$ cat src/rtl/lcrc_pkg.sv
// ---------------------------------------------------------------------------
// lcrc_pkg : shared constants, FSM state type and byte bit-reversal helper
// Rev 1.0
// ---------------------------------------------------------------------------
`default_nettype none

package lcrc_pkg;

    localparam logic [31:0] LCRC_POLY = 32'h04C11DB7;
    localparam logic [31:0] LCRC_INIT = 32'h0;

    typedef enum logic [1:0] {
        IDLE = 2'd0,
        CALC = 2'd1,
        HOLD = 2'd2
    } state_t;

    function automatic logic [7:0] rev8(input logic [7:0] b);
        logic [7:0] r;
        for (int i = 0; i < 8; i++) begin
            r[i] = b[7-i];
        end
        return r;
    endfunction

endpackage

`default_nettype wire

$ cat src/rtl/lcrc_byte_engine.sv
// ---------------------------------------------------------------------------
// lcrc_byte_engine : byte-serial CRC-32 register, one byte per step
// Rev 1.0
// ---------------------------------------------------------------------------
`default_nettype none

module lcrc_byte_engine
    import lcrc_pkg::*;
(
    input  logic        clk,
    input  logic        reset,
    input  logic        clear,
    input  logic        step,
    input  logic [7:0]  din,
    output logic [31:0] crc_stepped
);

    logic [31:0] r_crc;
    logic [31:0] w_crc;
    logic [7:0]  w_din_rev;

    // Bit-reversed byte shifted MSB-first through the polynomial.
    always_comb begin
        w_din_rev = rev8(din);
        w_crc     = r_crc;
        for (int i = 7; i >= 0; i--) begin
            if (w_crc[31] ^ w_din_rev[i]) begin
                w_crc = {w_crc[30:0], 1'b0} ^ LCRC_POLY;
            end else begin
                w_crc = {w_crc[30:0], 1'b0};
            end
        end
    end

    assign crc_stepped = w_crc;

    always_ff @(posedge clk or posedge reset) begin
        if (reset) begin
            r_crc <= LCRC_INIT;
        end else if (clear) begin
            r_crc <= LCRC_INIT;
        end else if (step) begin
            r_crc <= w_crc;
        end
    end

endmodule

`default_nettype wire

$ cat src/rtl/lcrc_tx_sched.sv
// ---------------------------------------------------------------------------
// lcrc_tx_sched : replay/new-TLP arbiter sharing one byte-serial LCRC engine
// Rev 1.0
// ---------------------------------------------------------------------------
`default_nettype none

module lcrc_tx_sched
    import lcrc_pkg::*;
#(
    parameter int PACKET_SIZE      = 128,
    parameter int MAX_REPLAY_BURST = 4
) (
    input  logic                      clk,
    input  logic                      reset,
    input  logic                      new_valid,
    input  logic [PACKET_SIZE-1:0]    new_data,
    output logic                      new_ready,
    input  logic                      rpl_valid,
    input  logic [PACKET_SIZE-1:0]    rpl_data,
    output logic                      rpl_ready,
    output logic                      out_valid,
    output logic [PACKET_SIZE+31:0]   out_data,
    input  logic                      out_ready,
    output logic                      out_src,
    output logic                      busy
);

    localparam int NBYTES  = PACKET_SIZE / 8;
    localparam int CNT_W   = (NBYTES > 1) ? $clog2(NBYTES) : 1;
    localparam int BURST_W = $clog2(MAX_REPLAY_BURST + 1);
    localparam logic [BURST_W-1:0] C_BURST_MAX = BURST_W'(MAX_REPLAY_BURST);
    localparam logic [CNT_W-1:0]   C_LAST_BYTE = CNT_W'(NBYTES - 1);

    state_t                  r_state;
    logic [PACKET_SIZE-1:0]  r_pkt;
    logic                    r_src;
    logic [CNT_W-1:0]        r_byte_cnt;
    logic [BURST_W-1:0]      r_burst_cnt;

    logic                    w_rpl_wins;
    logic                    w_grant;
    logic [7:0]              w_byte;
    logic [31:0]             w_crc;
    logic [31:0]             w_lcrc;

    // Replay wins unless it has used up its burst while new traffic waits.
    assign w_rpl_wins = rpl_valid && !(new_valid && (r_burst_cnt == C_BURST_MAX));
    assign rpl_ready  = !reset && (r_state == IDLE) && w_rpl_wins;
    assign new_ready  = !reset && (r_state == IDLE) && new_valid && !w_rpl_wins;
    assign w_grant    = rpl_ready || new_ready;

    always_comb begin
        w_byte = r_pkt[(PACKET_SIZE - 1) - 8 * int'(r_byte_cnt) -: 8];
    end

    lcrc_byte_engine u_engine (
        .clk         (clk),
        .reset       (reset),
        .clear       (w_grant),
        .step        (r_state == CALC),
        .din         (w_byte),
        .crc_stepped (w_crc)
    );

    for (genvar k = 0; k < 4; k++) begin : g_lcrc_rev
        assign w_lcrc[8*k +: 8] = rev8(w_crc[8*k +: 8]);
    end

    always_ff @(posedge clk or posedge reset) begin
        if (reset) begin
            r_state     <= IDLE;
            r_pkt       <= '0;
            r_src       <= 1'b0;
            r_byte_cnt  <= '0;
            r_burst_cnt <= '0;
            out_valid   <= 1'b0;
            out_data    <= '0;
            out_src     <= 1'b0;
            busy        <= 1'b0;
        end else begin
            case (r_state)
                IDLE: begin
                    if (rpl_ready) begin
                        r_pkt      <= rpl_data;
                        r_src      <= 1'b1;
                        r_byte_cnt <= '0;
                        r_state    <= CALC;
                        busy       <= 1'b1;
                        if (!new_valid) begin
                            r_burst_cnt <= '0;
                        end else if (r_burst_cnt != C_BURST_MAX) begin
                            r_burst_cnt <= r_burst_cnt + 1'b1;
                        end
                    end else if (new_ready) begin
                        r_pkt       <= new_data;
                        r_src       <= 1'b0;
                        r_byte_cnt  <= '0;
                        r_burst_cnt <= '0;
                        r_state     <= CALC;
                        busy        <= 1'b1;
                    end
                end
                CALC: begin
                    r_byte_cnt <= r_byte_cnt + 1'b1;
                    // Last byte: the engine's stepped value is the final CRC.
                    if (r_byte_cnt == C_LAST_BYTE) begin
                        r_state   <= HOLD;
                        out_valid <= 1'b1;
                        out_data  <= {r_pkt, w_lcrc};
                        out_src   <= r_src;
                    end
                end
                HOLD: begin
                    if (out_ready) begin
                        out_valid <= 1'b0;
                        r_state   <= IDLE;
                        busy      <= 1'b0;
                    end
                end
                default: begin
                    r_state <= IDLE;
                end
            endcase
        end
    end

endmodule

`default_nettype wire

$ cat config.mk
export PLATFORM = sky130hd
export DESIGN_NAME = lcrc_tx_sched
export DESIGN_NICKNAME = d
export VERILOG_FILES = /design/src/rtl/lcrc_pkg.sv /design/src/rtl/lcrc_byte_engine.sv /design/src/rtl/lcrc_tx_sched.sv
export SDC_FILE = /design/constraint.sdc
export NUM_CORES = 1
export LEC_CHECK = 0
export BUFFER_PORTS_ARGS = -buffer_cell sky130_fd_sc_hd__buf_2
export CAP_MARGIN = 10
export CORE_MARGIN = 2
export CORE_UTILIZATION = 34
export CTS_BUF_LIST = sky130_fd_sc_hd__clkbuf_16
export CTS_CLUSTER_DIAMETER = 80
export DETAILED_ROUTE_END_ITERATION = 16
export MAX_ROUTING_LAYER = met4
export PLACE_DENSITY = 0.53
export SLEW_MARGIN = 20
export SYNTH_ARGS = -nofsm -noshare
export SYNTH_HDL_FRONTEND = slang
export SYNTH_SLANG_ARGS = --single-unit
$ cat constraint.sdc
create_clock -name clk -period 23.5 [get_ports clk]
set_input_delay 1.175 -clock clk [delete_from_list [all_inputs] [get_ports clk]]
set_output_delay 1.175 -clock clk [all_outputs]
set_load 0.01 [all_outputs]
==> run_results.csv, run 1 <==
group,metric,value,unit
sta,fmaxAchievable,237,MHz
routing,drtAntennaViolNets,0,
logic_synthesis,syn_area,0.0154,mm2
clock_tree,cts_sinks,333,
clock_tree,post_cts.repair.setup_buffers,0,
pwr,p_leak,10.0,nW
global_route,track_usage,0.243,
finish,seq_area,0.00834,mm2
pwr,p_int,2.14,mW
logic_synthesis,synth_warnings,0,
logic_synthesis,synth_cell_types,54,
clock_tree,clock_latency,0.56,ns
sta,finalSetupViolCount,0,
global_route,grt_max_degree,197,
sta,relSlewSlack,0.291,
global_route,grt_antenna_before_repair,8,
clock_tree,cts_resized,0,
routing,via_per_inst,4.99,
sta,post-route-period-util,0.180,
floorplanning,ios,426,
routing,routedWlPerCell,20.7,um
worst_setup_path,crit_top_cell,"buf_2",
sta,timing.final.hold_violations,0,
flow_run,maxCapViolCount,0,
logic_synthesis,ys.flop_type,"dfrtp_1",
worst_setup_path,path_class,"primary input to output port",
placement,place_area,0.0180,mm2
placement,gp_congestion,0.882,
finish,fillers,4598,
clock_tree,cts.reportedPaths.clkPinSlew,0.06,ns
outcome,outcome,"complete, no violations",
worst_setup_path,crit_path_end_kind,"output port",
clock_tree,root_buffer,"clkbuf_16",
clock_tree,numCtsBuffers,40,
clock_tree,htreeDepth,2,
sta,tightest_slew,1.06,ns
finish,layout_common_cells,"711 x nand2_1, 425 x buf_2, 330 x dfrtp_1",
logic_synthesis,ys_ff_latch,333,
worst_setup_path,crit_fanout,69,
sta,rsz0062_at_grt,"false",
logic_synthesis,syn-num-nets,1956,
logic_synthesis,synth_edf_count,0,
global_route,grt_pass1_vias,13500,
clock_tree,tritoncts,"done",
floorplanning,fp-row-count,78,
sta,fin_crit,4.22,ns
placement,io_buffer_count,425,
placement,preCtsSetupSlack,19.30,ns
sta,skew,0.0109,ns
finish,post_route_cells_drive_above_1_share,0.262,
sta,drv_slew,0,
logic_synthesis,ys_seq_area_frac,0.539,
logic_synthesis,avgSynthCellArea,9.13,um2
finish,syn2layout_area_growth,24.4,%
global_route,grt-ovfl-total,0,
floorplanning,die_h,217,um
finish,final_common_cell,"nand2_1",
routing,drt_first_pass_iters,6,
worst_setup_path,crit_chain,"buf_2, nor3_1, nand2_4, nor2_1, buf_2",
routing,drt-total-wl,55700,um
routing,vias,13500,
worst_setup_path,cp.arrival,3.05,ns
pwr,p_sw_frac,0.421,
pwr,switchingPower,1.56,mW
clock_tree,cts.path.max_buffers,3,
finish,final_area,0.0192,mm2
logic_synthesis,synthCells,1692,
pwr,ir_worst_vdd,0.127,mV
pwr,seqPwrFrac,0.304,
logic_synthesis,ys_async_sr_fraction,1.00,
worst_setup_path,cpLargestDelayFamily,"simple AND/OR/NAND/NOR gates",
worst_setup_path,path_buf_inv,2,
floorplanning,initial_utilization,0.343,
routing,route.detailed.drc,0,
finish,nets,2322,
floorplanning,fp.dieW,217,um
pwr,comb_power_share,0.536,
sta,fin_tns_setup,0,ns
worst_setup_path,slowest_stage,"nand2_4",
routing,drtIter0Drc,977,
placement,dpl.hpwl,39500,um
finish,postLayoutCoreUtil,0.426,
floorplanning,die-area,0.0472,mm2
worst_setup_path,start_kind,"primary input",
sta,setup_ws,19.28,ns
clock_tree,hold_buffers,0,
worst_setup_path,required,22.33,ns
finish,multiInputGateArea,0.00664,mm2
hold_path,min_path_type,"flip-flop to flip-flop",
pwr,p_per_area,192,mW/mm2
pwr,clkPwrFrac,0.159,
worst_setup_path,slowest_delay,0.61,ns
global_route,grt_pass1_wl,83900,um
floorplanning,coreArea,0.0451,mm2
## final cells by class
type,instances,area share
antenna,8,0.00104
clock buffer,41,0.0534
clock inverter,30,0.0100
inverter,6,0.00156
multi-input combinational,1240,0.345
sequential,333,0.434
tap,600,0.0390
timing repair buffer,437,0.116
## flip-flops by register name, summed over array words and instances (netlist names), 2 cells and up
signal	count
out_data	160
r_burst_cnt	3
r_byte_cnt	4
r_pkt	128
r_state	2
u_engine.r_crc	32
## worst reg2reg max path, cell delays in order, from the launching register on
cell and delay, ns:
dfrtp_2 0.93, nor2b_1 0.63, a22oi_1 0.30, a311oi_1 0.48, a211oi_4 0.15, xnor2_2 0.42, xnor3_2 0.57, xnor3_1 0.43
o21ai_1 0.07
## cells in the mapped netlist (all sizes together), types with 5 or more instances
| library cell | count | area (um2) |
|---|---|---|
| o21ai | 58 | 290 |
| a31oi | 128 | 801 |
| dfrtp | 333 | 8330 |
| nor2 | 139 | 522 |
| xor2 | 11 | 111 |
| mux2 | 24 | 270 |
| xnor2 | 40 | 410 |
| o22ai | 5 | 31.3 |
| nor2b | 6 | 37.5 |
| mux2i | 34 | 353 |
| clkbuf | 96 | 360 |
| xnor3 | 12 | 272 |
| a22o | 8 | 70.1 |
| inv | 6 | 22.5 |
| mux4 | 13 | 293 |
| buf | 17 | 135 |
| nand3 | 6 | 30.0 |
| nand2 | 713 | 2680 |
## power by group through the flow
stage	Clock (mW)	Sequential (mW)	Combinational [mW]
after floorplan	0	1.04	1.45
final	0.590	1.13	1.98
after global routing	0.629	1.16	2.18
after CTS	0.605	1.13	2.01
after global placement	0	1.13	1.97
after detailed placement	0	1.13	2.00
## per-layer routing
metal	wire length, um	track usage
met5	0	-
met4	1560	0.0861
met3	3050	0.0387
met2	25900	0.371
met1	25300	0.329
## stage by stage
stage                     cells  hold WS, ns  power (mW)
after global routing       2694        0.490        3.97
after detailed placement   2616        0.457        3.14
after CTS                  2687        0.471        3.74
after floorplan            1692        0.439        2.49
after global placement     2616        0.448        3.10
final                      2695        0.467        3.70
## path summary, 6_finish.rpt
kind	startpoint	endpoint	slack [ns]	cells after the start
max in group asynchronous	reset	out_data[58]$_DFFE_PP0P_	20.50	4
min in group asynchronous	reset	out_data[107]$_DFFE_PP0P_	0.86	2
worst max register to register	r_byte_cnt[0]$_DFFE_PP0P_	out_data[11]$_DFFE_PP0P_	19.37	8
worst min-delay path	out_data[78]$_DFFE_PP0P_	out_data[78]$_DFFE_PP0P_	0.47	2
worst min register to register	out_data[78]$_DFFE_PP0P_	out_data[78]$_DFFE_PP0P_	0.47	2
worst max-delay path	reset	new_ready	19.28	5
## kinds of logic (layout without fill, tap and decap cells)
kind of cell             after synthesis  after routing  synth area share
multiplexers                          71             71            0.0593
AND/OR/NAND/NOR                      882            882             0.221
buffers and inverters                119            514            0.0335
flip-flops                           333            333             0.539
AO/OA/AOI/OAI                        219            219            0.0895
XOR/XNOR                              65             65            0.0544
adder cells (fa/ha/maj)                3              3           0.00243
other                                  0              8                 0
(Power assumes the default switching activity.)
==> run 2, diff against run 1 <==
PLACE_DENSITY = 0.55   (was 0.53)
clock period = 3.75 ns   (was 23.5 ns; I/O delays follow)
==> run 2 against run 1 <==
Combinational power rose to 7.0 times the previous value. Critical path depth up 4. Flip-flop and latch count unchanged. Global-route usage up 1.7 points. Sequential share of layout area down 5.9 points. Non-clock buffer count up 284. First-iteration DRC count up 7.7%. Critical endpoint is now out_data[11]$_DFFE_PP0P_.
==> run_results.csv, run 2 (same netlist as run 1, synthesis figures left out) <==
group,metric,value,unit
outcome,outcome,"complete, no violations",
floorplanning,ios,426,
clock_tree,cts_sinks,333,
clock_tree,clock_latency,0.56,ns
sta,finalSetupViolCount,0,
finish,seq_area,0.00834,mm2
routing,drtIter0Drc,1052,
sta,post-route-period-util,0.915,
worst_setup_path,cp.arrival,3.84,ns
floorplanning,initial_utilization,0.343,
worst_setup_path,required,4.16,ns
placement,placedCellCount,2643,
clock_tree,tritoncts,"done",
finish,layout_common_cells,"711 x nand2_1, 425 x buf_2, 330 x dfrtp_1",
flow_run,maxCapViolCount,0,
global_route,grt_max_degree,98,
worst_setup_path,start_kind,"flip-flop",
global_route,track_usage,0.260,
sta,hold_ws,0.0982,ns
worst_setup_path,crit_fanout,23,
floorplanning,fp-row-count,78,
clock_tree,cts.reportedPaths.clkPinSlew,0.06,ns
routing,via_per_inst,5.00,
finish,final_common_cell,"nand2_1",
placement,io_buffer_count,425,
routing,drt-total-wl,60000,um
clock_tree,numCtsBuffers,40,
placement,gp_congestion,0.879,
routing,drt_first_pass_iters,5,
placement,preCtsSetupSlack,0.210,ns
pwr,ir_worst_vdd,1.03,mV
pwr,p_leak,11.3,nW
routing,route.detailed.drc,0,
worst_setup_path,crit_path_end_kind,"flip-flop",
floorplanning,die-area,0.0472,mm2
sta,drv_slew,0,
finish,post_route_cells_drive_above_1_share,0.243,
pwr,total_power,25.1,mW
sta,relSlewSlack,0.310,
finish,fillers,4232,
sta,setup_ws,0.319,ns
pwr,p_per_area,1130,mW/mm2
clock_tree,htreeDepth,2,
sta,rsz0062_at_grt,"false",
finish,largest_reg_flops,160,
clock_tree,root_buffer,"clkbuf_16",
global_route,grt_pass1_wl,90400,um
finish,postLayoutCoreUtil,0.493,
worst_setup_path,slowest_delay,0.62,ns
sta,tightest_slew,1.03,ns
finish,syn2layout_area_growth,43.9,%
worst_setup_path,crit_chain,"buf_4, nor2b_1, a22oi_1, a311oi_1, a211oi_4, xnor2_2, xnor3_2, xnor3_1, o21ai_1",
floorplanning,coreArea,0.0451,mm2
finish,instances_no_fill,2984,
worst_setup_path,path_buf_inv,1,
global_route,grt_pass1_vias,14900,
routing,drtAntennaViolNets,0,
hold_path,min_path_type,"primary input to flip-flop",
finish,nets,2606,
worst_setup_path,path_class,"flip-flop to flip-flop",
global_route,grt-ovfl-total,0,
worst_setup_path,cpLargestDelayFamily,"XOR/XNOR gates",
worst_setup_path,reg2reg_slack,0.32,ns
placement,dpl.hpwl,42500,um
floorplanning,fp.dieW,217,um
sta,fin_crit,3.43,ns
finish,largestRegisters,"out_data: 160 flops, r_pkt: 128 flops, u_engine.r_crc: 32 flops",
clock_tree,cts.path.max_buffers,3,
clock_tree,post_cts.repair.setup_buffers,0,
finish,multiInputGateArea,0.00664,mm2
finish,top_register,"out_data",
worst_setup_path,slowest_stage,"dfrtp_4",
routing,vias,14900,
global_route,grt_antenna_before_repair,10,
sta,timing.final.hold_violations,0,
routing,routedWlPerCell,20.1,um
floorplanning,die_h,217,um
sta,skew,0.0155,ns
sta,fmaxAchievable,291,MHz
run 2: changes by cell type in the layout (fill, tap and decap cells not counted), moves of 2 or more:
cell	previous run	this run
inv_1	12	9
clkinvlp_4	0	2
clkinv_2	10	7
buf_4	10	29
bufinv_16	2	6
buf_12	1	10
diode_2	8	10
dlygate4sd3_1	0	257
clkinv_1	7	11
run 2: final timing paths:
check                                                from                         to  cells after the start
max in group asynchronous                           reset   out_data[36]$_DFFE_PP0P_                      4
worst max register to register  r_byte_cnt[0]$_DFFE_PP0P_   out_data[11]$_DFFE_PP0P_                      9
worst max-delay path            r_byte_cnt[0]$_DFFE_PP0P_   out_data[11]$_DFFE_PP0P_                      9
worst min-delay path                         new_data[62]      r_pkt[62]$_DFFE_PP0P_                      3
worst min register to register  out_data[134]$_DFFE_PP0P_  out_data[134]$_DFFE_PP0P_                      2
min in group asynchronous                           reset  r_byte_cnt[1]$_DFFE_PP0P_                      3
run 2: what timing repair did:
item,in CTS,in global routing
gates resized for setup,0,1
hold endpoints to repair,159,0
hold buffers,257,0
setup endpoints to repair,0,2
run 2: stage by stage:
step / instance area, um2 / TNS, ns
after detailed placement: 18300 / 0
after CTS: 22200 / 0
final: 22200 / 0
after global routing: 22200 / 0
after floorplan: 15500 / -295.08
after global placement: 18300 / 0
run 2: layer usage:
metal  wire [um]  global-route usage  part of all wire  up-vias
li1            -                   -                 -     6875
met1       26000               0.337              0.43     7380
met2       28600               0.415              0.48      533
met3        3170              0.0349             0.053      121
met4        2220               0.101             0.037        0
met5           0                   -                 0        -
run 2: worst reg2reg max path, delay by kind of cell, from the launching register on:
kind | cells | cell delay (ns)
flip-flops | 1 | 0.62
AND/OR/NAND/NOR | 1 | 0.24
XOR/XNOR | 3 | 1.41
buffers and inverters | 1 | 0.25
AO/OA/AOI/OAI | 4 | 0.77
run 2: where the power goes:
part / total [mW] / internal [mW] / leakage, nW / switching (mW)
sequential: 7.27 / 5.37 / 4.16 / 1.90
combinational: 13.8 / 7.29 / 6.46 / 6.51
clock: 4.00 / 2.40 / 0.677 / 1.60
total: 25.1 / 15.1 / 11.3 / 10.0
run 2: final cells by class:
type                            instances  share of cell area
Multi-Input combinational cell       1240               0.299
Antenna cell                           10             0.00113
Sequential cell                       333               0.375
Timing Repair Buffer                  721               0.230
Clock buffer                           41              0.0461
Tap cell                              600              0.0338
Clock inverter                         33              0.0140
Inverter                                6             0.00118
==> run 3, diff against run 2 <==
CORE_UTILIZATION = 48   (was 34)
CTS_BUF_LIST = unset   (was sky130_fd_sc_hd__clkbuf_16)
PLACE_DENSITY = 0.74   (was 0.55)
==> run 3 against run 2 <==
First-iteration DRC count is 43% higher. Largest power group unchanged. Critical path type unchanged. Hold slack worse by 0.086 ns. Sequential share of layout area is 0.98 points higher. Core utilization is 19 points higher.
==> run_results.csv, run 3 (same netlist as run 1, synthesis figures left out) <==
group,metric,value,unit
outcome,outcome,"complete, no violations",
worst_setup_path,start_kind,"flip-flop",
routing,routedWlPerCell,21.2,um
sta,relSlewSlack,0.274,
placement,dpl.hpwl,38300,um
floorplanning,fp-row-count,65,
clock_tree,cts_sinks,333,
worst_setup_path,crit_chain,"buf_4, mux2i_1, a22oi_1, a311oi_1, a211oi_4, xnor2_2, xnor3_2, xnor3_1, o21ai_1",
global_route,grt-ovfl-total,0,
sta,tightest_slew,1.09,ns
global_route,grt_max_degree,107,
routing,drtIter0Drc,1507,
clock_tree,htreeDepth,2,
sta,timing.final.hold_violations,0,
worst_setup_path,crit_path_end_kind,"flip-flop",
clock_tree,cts.reportedPaths.clkPinSlew,0.06,ns
floorplanning,initial_utilization,0.488,
pwr,p_leak,11.1,nW
finish,largestRegisters,"out_data: 160 flops, r_pkt: 128 flops, u_engine.r_crc: 32 flops",
worst_setup_path,timing.rr.start,"r_byte_cnt[2]$_DFFE_PP0P_",
finish,nets,2587,
clock_tree,numCtsBuffers,37,
finish,final_area,0.0217,mm2
hold_path,holdPathStages,3,
routing,route.detailed.drc,0,
routing,vias,15700,
floorplanning,fp.dieW,183,um
finish,fillers,2281,
global_route,track_usage,0.355,
sta,hold_ws,0.0117,ns
sta,fmaxAchievable,288,MHz
placement,io_buffer_count,425,
worst_setup_path,path_buf_inv,1,
placement,gp_congestion,0.904,
global_route,grt_antenna_before_repair,1,
finish,largest_reg_flops,160,
routing,drt_first_pass_iters,6,
worst_setup_path,path_class,"flip-flop to flip-flop",
floorplanning,ios,426,
finish,multiInputGateArea,0.00664,mm2
finish,syn2layout_area_growth,40.2,%
sta,post-route-period-util,0.925,
worst_setup_path,crit_fanout,18,
worst_setup_path,slowest_stage,"xnor3_2",
placement,preCtsSetupSlack,0.317,ns
worst_setup_path,rr_worst_depth,9,
sta,setup_ws,0.282,ns
floorplanning,die_h,183,um
worst_setup_path,cpLargestDelayFamily,"XOR/XNOR gates",
routing,met3_length,4430,um
worst_setup_path,cp.arrival,3.85,ns
hold_path,min_path_type,"primary input to flip-flop",
clock_tree,cts.path.max_buffers,3,
sta,fin_crit,3.47,ns
pwr,ir_worst_vdd,0.948,mV
sta,rsz0062_at_grt,"false",
global_route,grt_pass1_wl,88600,um
sta,finalSetupViolCount,0,
pwr,p_per_area,1130,mW/mm2
routing,drtAntennaViolNets,0,
routing,via_per_inst,5.70,
floorplanning,coreArea,0.0316,mm2
sta,drv_slew,0,
hold_path,min_from,"new_data[126]",
finish,layout_common_cells,"711 x nand2_1, 425 x buf_2, 330 x dfrtp_1",
finish,seq_area,0.00834,mm2
sta,skew,0.0198,ns
floorplanning,die-area,0.0336,mm2
finish,post_route_cells_drive_above_1_share,0.244,
flow_run,maxCapViolCount,0,
clock_tree,root_buffer,"clkbuf_16",
finish,postLayoutCoreUtil,0.685,
worst_setup_path,required,4.13,ns
routing,routedLengthMet1,23100,um
worst_setup_path,r2r-end,"u_engine.r_crc[12]$_DFFE_PP0P_",
worst_setup_path,slowest_delay,0.57,ns
finish,final_common_cell,"nand2_1",
hold_path,min_to,"r_pkt[126]$_DFFE_PP0P_",
routing,drt-total-wl,58300,um
routing,highest_layer,"met4",
placement,place_area,0.0180,mm2
clock_tree,clock_latency,0.52,ns
finish,top_register,"out_data",
clock_tree,tritoncts,"done",
worst_setup_path,reg2reg_slack,0.28,ns
global_route,grt_pass1_vias,15600,
routing,met2_length,27300,um
run 3: cell types whose count changed in the layout (fill, tap and decap cells not counted), sizes merged, moves of 4 or more:
cell,change
diode,-8
inv,-7
bufinv,-5
dlygate4sd3,-12
buf,-4
clkbuf,+11
clkinv,-10
run 3: report_power, final:
group          internal, mW  switching [mW]  leakage (nW)
clock                  2.12            1.47         0.594
combinational          7.12            6.58          6.39
sequential             5.34            1.74          4.16
run 3: timing repair:
action,4_1_cts,5_1_grt
hold endpoints to repair,145,0
hold buffers,245,0
setup buffers,0,0
resized for setup,0,0
run 3: metrics by stage:
stage          total power [mW]  setup TNS [ns]  std cells
3_5_place_dp               19.2               0       2441
3_3_place_gp               18.9               0       2441
6_report                   24.4               0       2752
5_1_grt                    25.7               0       2751
2_1_floorplan              15.6         -295.08       1692
4_1_cts                    24.1               0       2750
run 3: worst max path at each step:
| stage | from | end | slack [ns] | depth (start not counted) |
|---|---|---|---|---|
| global route | r_byte_cnt[0]$_DFFE_PP0P_ | out_data[12]$_DFFE_PP0P_ | 0.15 | 9 |
| global placement | r_byte_cnt[0]$_DFFE_PP0P_ | u_engine.r_crc[12]$_DFFE_PP0P_ | 0.41 | 8 |
| detailed placement | r_byte_cnt[2]$_DFFE_PP0P_ | u_engine.r_crc[12]$_DFFE_PP0P_ | 0.32 | 9 |
| finish | r_byte_cnt[2]$_DFFE_PP0P_ | u_engine.r_crc[12]$_DFFE_PP0P_ | 0.28 | 9 |
| CTS | r_byte_cnt[2]$_DFFE_PP0P_ | u_engine.r_crc[12]$_DFFE_PP0P_ | 0.27 | 9 |
| floorplan | reset | busy$_DFFE_PP0P_ | -0.89 | 1 |
run 3: worst min-delay path: cells and delay by family:
kind | cells | cell delay (ns)
and+or+nand+nor | 1 | 0.11
buffers and inverters | 1 | 0.10
AOI/OAI and AO/OA | 1 | 0.10
run 3: layout make-up:
class	count	share of cell area
sequential	333	0.385
multi-input combinational	1240	0.306
timing repair buffer	705	0.229
clock buffer	52	0.0510
tap	402	0.0232
clock inverter	12	0.00433
inverter	6	0.00121
antenna	2	0.000231
run 3: per-layer routing:
layer | track usage | up-vias
li1 | - | 6824
met1 | 0.453 | 7686
met2 | 0.553 | 926
met3 | 0.0562 | 256
met4 | 0.179 | 0
met5 | - | -
